`src/rtl/instr_fetch.sv`:
```
// instr_fetch: PC-driven instruction fetch with 2-entry {instr, pc} buffer and branch redirect
module instr_fetch #(
   parameter int PC_W    = 8,
   parameter int INSTR_W = 8
) (
   input  logic               clk,
   input  logic               rst_n,
   input  logic               enable,
   output logic               imem_req,
   output logic [PC_W-1:0]    imem_addr,
   input  logic [INSTR_W-1:0] imem_rdata,
   input  logic               branch_taken,
   input  logic [PC_W-1:0]    branch_target,
   output logic [INSTR_W-1:0] instr,
   output logic [1:0]         opcode,
   output logic [PC_W-1:0]    instr_pc,
   output logic               instr_valid,
   input  logic               instr_ready
);
   logic [PC_W-1:0]    pc, inflight_pc;
   logic [PC_W-1:0]    pc_q [2];
   logic [INSTR_W-1:0] ins_q [2];
   logic               run, inflight, squash, pop, push;
   logic [1:0]         count, cnt_pop;
   assign instr_valid = count != 2'd0;
   assign instr       = ins_q[0];
   assign instr_pc    = pc_q[0];
   assign opcode      = ins_q[0][INSTR_W-1 -: 2];
   assign imem_addr   = pc;
   assign pop         = instr_valid & instr_ready;
   assign cnt_pop     = count - {1'b0, pop};
   // a response arriving in the redirect cycle is stale and never enters the buffer
   assign push        = inflight & ~squash & ~branch_taken;
   assign imem_req    = run & enable & ~branch_taken & (({1'b0, cnt_pop} + {2'b0, inflight}) < 3'd2);
   always_ff @(posedge clk or negedge rst_n) begin
      if (!rst_n) begin
         pc          <= '0;
         inflight_pc <= '0;
         run         <= 1'b0;
         inflight    <= 1'b0;
         squash      <= 1'b0;
         count       <= 2'd0;
         pc_q[0]     <= '0;
         pc_q[1]     <= '0;
         ins_q[0]    <= '0;
         ins_q[1]    <= '0;
      end else begin
         run      <= 1'b1;
         inflight <= imem_req;
         squash   <= branch_taken & inflight;
         if (imem_req) begin
            inflight_pc <= pc;
            pc          <= pc + PC_W'(1);
         end
         if (branch_taken) begin
            pc    <= branch_target;
            count <= 2'd0;
         end else begin
            if (pop) begin
               ins_q[0] <= ins_q[1];
               pc_q[0]  <= pc_q[1];
            end
            // tail slot is computed after the pop so push+pop keeps order
            if (push) begin
               ins_q[cnt_pop[0]] <= imem_rdata;
               pc_q[cnt_pop[0]]  <= inflight_pc;
            end
            count <= cnt_pop + {1'b0, push};
         end
      end
   end
   always_ff @(posedge clk) if (rst_n) assert (!(push && cnt_pop == 2'd2));
endmodule
```
`config.mk`:
```
export PLATFORM = sky130hd
export DESIGN_NAME = instr_fetch
export DESIGN_NICKNAME = d
export VERILOG_FILES = /design/src/rtl/instr_fetch.sv
export SDC_FILE = /design/constraint.sdc
export NUM_CORES = 1
export LEC_CHECK = 0
export ABC_CLOCK_PERIOD_IN_PS = 2830
export CELL_PAD_IN_SITES_DETAIL_PLACEMENT = 1
export CELL_PAD_IN_SITES_GLOBAL_PLACEMENT = 1
export CORE_MARGIN = 3
export CORE_UTILIZATION = 30
export CTS_CLUSTER_DIAMETER = 120
export DETAILED_ROUTE_END_ITERATION = 7
export GPL_TIMING_DRIVEN = 0
export PLACE_DENSITY = 0.72
export SLEW_MARGIN = 0
export SYNTH_ARGS = -nofsm -noshare
export SYNTH_HDL_FRONTEND = slang
export SYNTH_SLANG_ARGS = --single-unit
export TNS_END_PERCENT = 10
```
`constraint.sdc`:
```
create_clock -name clk -period 2.83 [get_ports clk]
set_clock_uncertainty 0.15 [all_clocks]
set_input_delay 0.566 -clock clk [delete_from_list [all_inputs] [get_ports clk]]
set_output_delay 0.566 -clock clk [all_outputs]
set_load 0.03 [all_outputs]
```
==> results of run 1 <==
cells by family (layout without fill, tap and decap cells):
kind of cell	Yosys count	count (layout)	share of synthesized area
compound gates	40	40	0.106
xor+xnor	6	6	0.0215
fa+ha+maj	3	3	0.0153
buf+inv	45	107	0.101
flops	53	53	0.542
mux	29	29	0.131
other cells	1	1	0.00153
simple gates	36	36	0.0808
metal layers:
layer	global-route usage	part of all wire	routed length, um
met1	0.179	0.44	2550
met2	0.219	0.48	2750
met3	0.0367	0.065	376
met4	0.0386	0.013	72
met5	0	0	0
metrics by stage:
stage,power (W),TNS [ns],instances,worst slack [ns],area (um^2)
3_3_place_gp,0.00265,-36.51,363,-1.22,3050
5_1_grt,0.00352,-0.0276,377,-0.0230,3260
6_report,0.00327,0,377,0.0917,3260
4_1_cts,0.00333,0,377,0.0132,3260
3_5_place_dp,0.00271,-7.70,364,-1.23,3070
2_1_floorplan,0.00220,0,213,0.0553,2450
power breakdown:
group	internal, W	total [W]	switching [W]
registers	0.00106	0.00125	0.000189
logic	0.000778	0.00151	0.000730
clock network	0.000266	0.000521	0.000255
total	0.00210	0.00327	0.00117
timing repair:
item	in CTS	in global routing
endpoints found under the setup margin	9	11
resized for setup	14	2
hold endpoints to repair	0	0
setup buffers	5	0
pin swaps	3	4
layout by cell type, fill, tap and decap left out, types with 2 or more instances in the layout:
cell              n
nand3_1           3
nor4_1            2
or4_1             2
ha_1              2
clkbuf_1          7
and2_1            4
a21oi_1          17
a31oi_1           2
o21ai_0           5
mux2_2           25
inv_1            16
buf_4            23
nand2_1           8
buf_6             2
clkbuf_8          5
o32ai_1          13
xnor2_1           3
nand4_1           2
dfrtp_1          53
mux2i_1           4
buf_2             4
xor2_1            2
clkdlybuf4s50_1  45
nor2_1            6
final cells by class:
| type | instances | area (um^2) |
|---|---|---|
| inverters | 16 | 60.1 |
| clock inverters | 2 | 38.8 |
| plain buffers | 29 | 189 |
| repair buffers | 54 | 533 |
| multi-input cells | 115 | 910 |
| clock buffers | 6 | 72.6 |
| well taps | 102 | 128 |
| flip-flops and latches | 53 | 1330 |
| fillers | 854 | 4550 |
path summary, 6_finish.rpt:
path / startpoint / endpoint / slack, ns
worst max-delay path: instr_ready / imem_req / 0.09
worst min-delay path: rst_n / instr[7] / 0.05
worst max register to register: count[0] / instr_pc[3] / 0.27
worst min register to register: instr[0] / instr[0] / 0.37
max in group asynchronous: rst_n / inflight_pc[1] / 1.92
min in group clk: instr[0] / instr[0] / 0.37
==> results.py, run 1 <==
metrics = {
    "outcome": {
        "status": "completed",
    },
    "clocking": {
        "clk_path_buf_depth": 2,
        "h-tree-depth": 2,
        "cts.sink_count": 53,
        "ctsHoldBuffers": 0,
        "root_buffer": "clkbuf_8",
        "tritoncts": "built",
        "cts_buffers": 5,
        "worstSkewPairLatency_ns": 0.31,
        "path_clk_slew_ns": 0.10,
    },
    "floorplanning": {
        "dieWidth_um": 96.3,
        "core_area_mm2": 0.00781,
        "dieArea_mm2": 0.00927,
        "die_h_um": 96.3,
        "ios": 49,
        "rows": 32,
        "initial_core_util": 0.313,
    },
    "place": {
        "numPortBuffers": 48,
        "gp_congestion": 0.727,
        "hpwl_um": 4140,
    },
    "sta": {
        "slew_violations": 0,
        "rsz0062_at_grt": "true",
        "relSlewSlack": 0.616,
        "period_minus_slack_ns": 2.74,
        "fmax_mhz": 365,
        "worst_slew_pin_slew_ns": 0.577,
        "hold_viol_final": 0,
        "hold-worst-slack_ns": 0.0541,
        "finalCritPeriodShare": 0.968,
        "setup_violations": 0,
    },
    "critical_path": {
        "cpPeakStageDelay_ns": 0.36,
        "cp.depth": 8,
        "arrival_ns": 2.02,
        "reg2reg_depth": 8,
        "worstSetupPathType": "in -> out",
        "end_kind": "output pin",
        "start_kind": "primary input",
        "crit_path_max_fanout": 4,
        "worst-path-buf-inv": 3,
        "crit_slowest_cell": "or3_4",
        "crit_family": "simple AND/OR/NAND/NOR gates",
        "crit_required_ns": 2.11,
        "crit_path_cell_trace": "dlygate4sd2_1, o21a_1, ha_4, nor2b_4, or3_4, buf_6, nor2_4, buf_6",
        "cp_common_cell": "buf_6",
    },
    "synth": {
        "syn_inst": 213,
        "synth_nets": 237,
        "synth_area_leaders": "dfrtp_1 (54%), mux2_2 (12%), buf_4 (5.5%)",
        "synthTopCellsByCount": "dfrtp_1 (53), mux2_2 (25), buf_4 (18)",
        "ys.flop_type": "dfrtp_1",
        "synth_area_leader_cell": "dfrtp_1",
        "netlist-cell-type-count": 33,
        "synthMostInstantiatedCell": "dfrtp_1",
        "synth.top_cell.area_share": 0.542,
        "synth_warnings": 0,
        "synth_edf_count": 0,
        "avgSynthCellArea_um2": 11.5,
        "syn_area_mm2": 0.00245,
        "seq_area_frac_synth": 0.542,
        "ys_seq_elements": 53,
        "async_flop_share": 1.00,
    },
    "worst_hold_path": {
        "hp-class": "in -> async",
    },
    "pwr": {
        "power.density_mw_per_mm2": 1010,
        "vdd_ir_drop_max_mv": 0.258,
        "p_leak_nw": 1.45,
    },
    "global_route": {
        "grt_pass1_vias": 1824,
        "grt_max_degree": 35,
        "grt_overflow": 0,
        "antenna_found_initial": 0,
        "grt_first_pass_wirelength_um": 9460,
        "track_usage": 0.136,
    },
    "drt": {
        "routedWlPerCell_um": 15.3,
        "finalWirelength_um": 5750,
        "drt_iter0_markers": 66,
        "drc": 0,
        "drt-vias-per-instance": 4.73,
        "firstDrtPassIters": 4,
        "vias": 1784,
        "ant_nets": 0,
    },
    "finish": {
        "diodes": 0,
        "drive_gt1_frac": 0.251,
        "nets": 298,
        "finish.utilization": 0.417,
        "synthToLayoutAreaGrowth_pct": 33.1,
    },
    "run": {
        "drv_cap": 0,
    },
}
No activity file was read; power rests on OpenSTA's default activity.
==> run 2, diff against run 1 <==
- CTS_BUF_LIST: default -> sky130_fd_sc_hd__clkbuf_8 sky130_fd_sc_hd__clkbuf_16
==> results.py, run 2 (synthesis results as in run 1) <==
metrics = {
    "outcome": {
        "status": "completed",
    },
    "clocking": {
        "tritoncts": "built",
        "ctsHoldBuffers": 0,
        "h-tree-depth": 2,
        "clk_path_buf_depth": 2,
        "cts_buffers": 5,
        "worstSkewPairLatency_ns": 0.31,
        "path_clk_slew_ns": 0.10,
        "root_buffer": "clkbuf_8",
        "cts.sink_count": 53,
    },
    "sta": {
        "finalCritPeriodShare": 0.968,
        "hold_viol_final": 0,
        "worst_slew_pin_slew_ns": 0.576,
        "fmax_mhz": 365,
        "slew_violations": 0,
        "fin_ws_ns": 0.0917,
        "period_minus_slack_ns": 2.74,
        "rsz0062_at_grt": "true",
        "relSlewSlack": 0.616,
        "setup_violations": 0,
    },
    "place": {
        "gp_congestion": 0.727,
        "hpwl_um": 4140,
        "numPortBuffers": 48,
        "place_inst": 364,
        "place_ws_ns": -1.23,
    },
    "floorplanning": {
        "core_area_mm2": 0.00781,
        "ios": 49,
        "rows": 32,
        "die_h_um": 96.3,
        "dieWidth_um": 96.3,
        "dieArea_mm2": 0.00927,
        "initial_core_util": 0.313,
    },
    "finish": {
        "nets": 298,
        "final_cell_mix": "dfrtp_1 (53), clkdlybuf4s50_1 (45), mux2_2 (25), buf_4 (23)",
        "multi_input_area_um2": 910,
        "fillers": 854,
        "ff_latch_area_mm2": 0.00133,
        "diodes": 0,
        "layout_commonest_cell": "dfrtp_1",
        "drive_gt1_frac": 0.251,
        "synthToLayoutAreaGrowth_pct": 33.1,
        "fin_cells": 377,
    },
    "drt": {
        "ant_nets": 0,
        "drt-vias-per-instance": 4.73,
        "drc": 0,
        "routedWlPerCell_um": 15.3,
        "firstDrtPassIters": 4,
        "drt_iter0_markers": 66,
        "finalWirelength_um": 5760,
        "vias": 1784,
    },
    "critical_path": {
        "r2r-end": "instr_pc[3]",
        "arrival_ns": 2.02,
        "reg2reg_from": "count[0]",
        "worstSetupEndpoint": "imem_req",
        "rrSetupSlack_ns": 0.27,
        "crit_required_ns": 2.11,
        "end_kind": "output pin",
        "reg2reg_depth": 8,
        "start_kind": "primary input",
        "crit_start": "instr_ready",
        "worstSetupPathType": "in -> out",
        "crit_path_max_fanout": 4,
    },
    "global_route": {
        "use_met2": 0.219,
        "grtUsageMet3": 0.0367,
        "grt_first_pass_wirelength_um": 9460,
        "track_usage": 0.136,
        "antenna_found_initial": 0,
        "grt_overflow": 0,
        "busiest_layer": "met2",
        "met1_usage": 0.179,
        "grt_pass1_vias": 1825,
        "grt_max_degree": 35,
    },
    "pwr": {
        "p_leak_nw": 1.45,
        "power.density_mw_per_mm2": 1000,
        "vdd_ir_drop_max_mv": 0.258,
        "power_w": 0.00327,
    },
    "run": {
        "drv_cap": 0,
    },
    "worst_hold_path": {
        "hp-class": "in -> async",
    },
}
run 2: cell types whose count changed in the layout (fill, tap and decap cells not counted):
cell      delta
inv_1        +1
clkbuf_1     -1
run 2: report_power, final:
part | switching, W | total [W] | internal, W | leakage, nW
registers | 0.000189 | 0.00125 | 0.00106 | 0.652
clock network | 0.000255 | 0.000517 | 0.000262 | 0.0595
logic | 0.000730 | 0.00151 | 0.000778 | 0.740
total | 0.00117 | 0.00327 | 0.00210 | 1.45
run 2: worst min-delay path by stage:
stage | from | endpoint | slack, ns | cells after the start
after global routing | rst_n | instr[7] | 0.07 | 1
after CTS | rst_n | instr[3] | 0.06 | 1
after floorplan | rst_n | async pin | 0.12 | 0
after detailed placement | flop | flop | 0.35 | 1
after global placement | flop | flop | 0.34 | 1
final | rst_n | instr[7] | 0.05 | 1
run 2: routing by layer:
metal | vias to the layer above | part of all wire
met5 | - | 0
met4 | 0 | 0.013
met3 | 6 | 0.065
met2 | 51 | 0.48
met1 | 878 | 0.44
li1 | 849 | -
run 2: cell type report:
cell class | count | share of cell area
well taps | 102 | 0.0392
multi-input cells | 115 | 0.279
inverters | 16 | 0.0184
clock inverters | 3 | 0.0131
clock buffers | 5 | 0.0211
repair buffers | 54 | 0.164
flip-flops and latches | 53 | 0.407
plain buffers | 29 | 0.0580
run 2: timing repair:
item	CTS	global route
buffers inserted	5	0
gates resized for setup	14	2
setup endpoints to repair	9	11
pin swaps	3	4
run 2: metrics by stage:
| step | instance area (um^2) | setup TNS (ns) | hold slack, ns | utilization |
|---|---|---|---|---|
| floorplan | 2450 | 0 | 0.120 | - |
| global placement | 3050 | -36.51 | 0.340 | 0.391 |
| detailed placement | 3070 | -7.70 | 0.348 | 0.393 |
| CTS | 3260 | 0 | 0.0552 | 0.417 |
| global route | 3260 | -0.0276 | 0.0698 | 0.417 |
| finish | 3260 | 0 | 0.0541 | 0.417 |
run 2: critical path, stage by stage:
cell and delay [ns]:
dlygate4sd2_1 0.23, o21a_1 0.13, ha_4 0.29, nor2b_4 0.05
or3_4 0.36, buf_6 0.13, nor2_4 0.11, buf_6 0.15
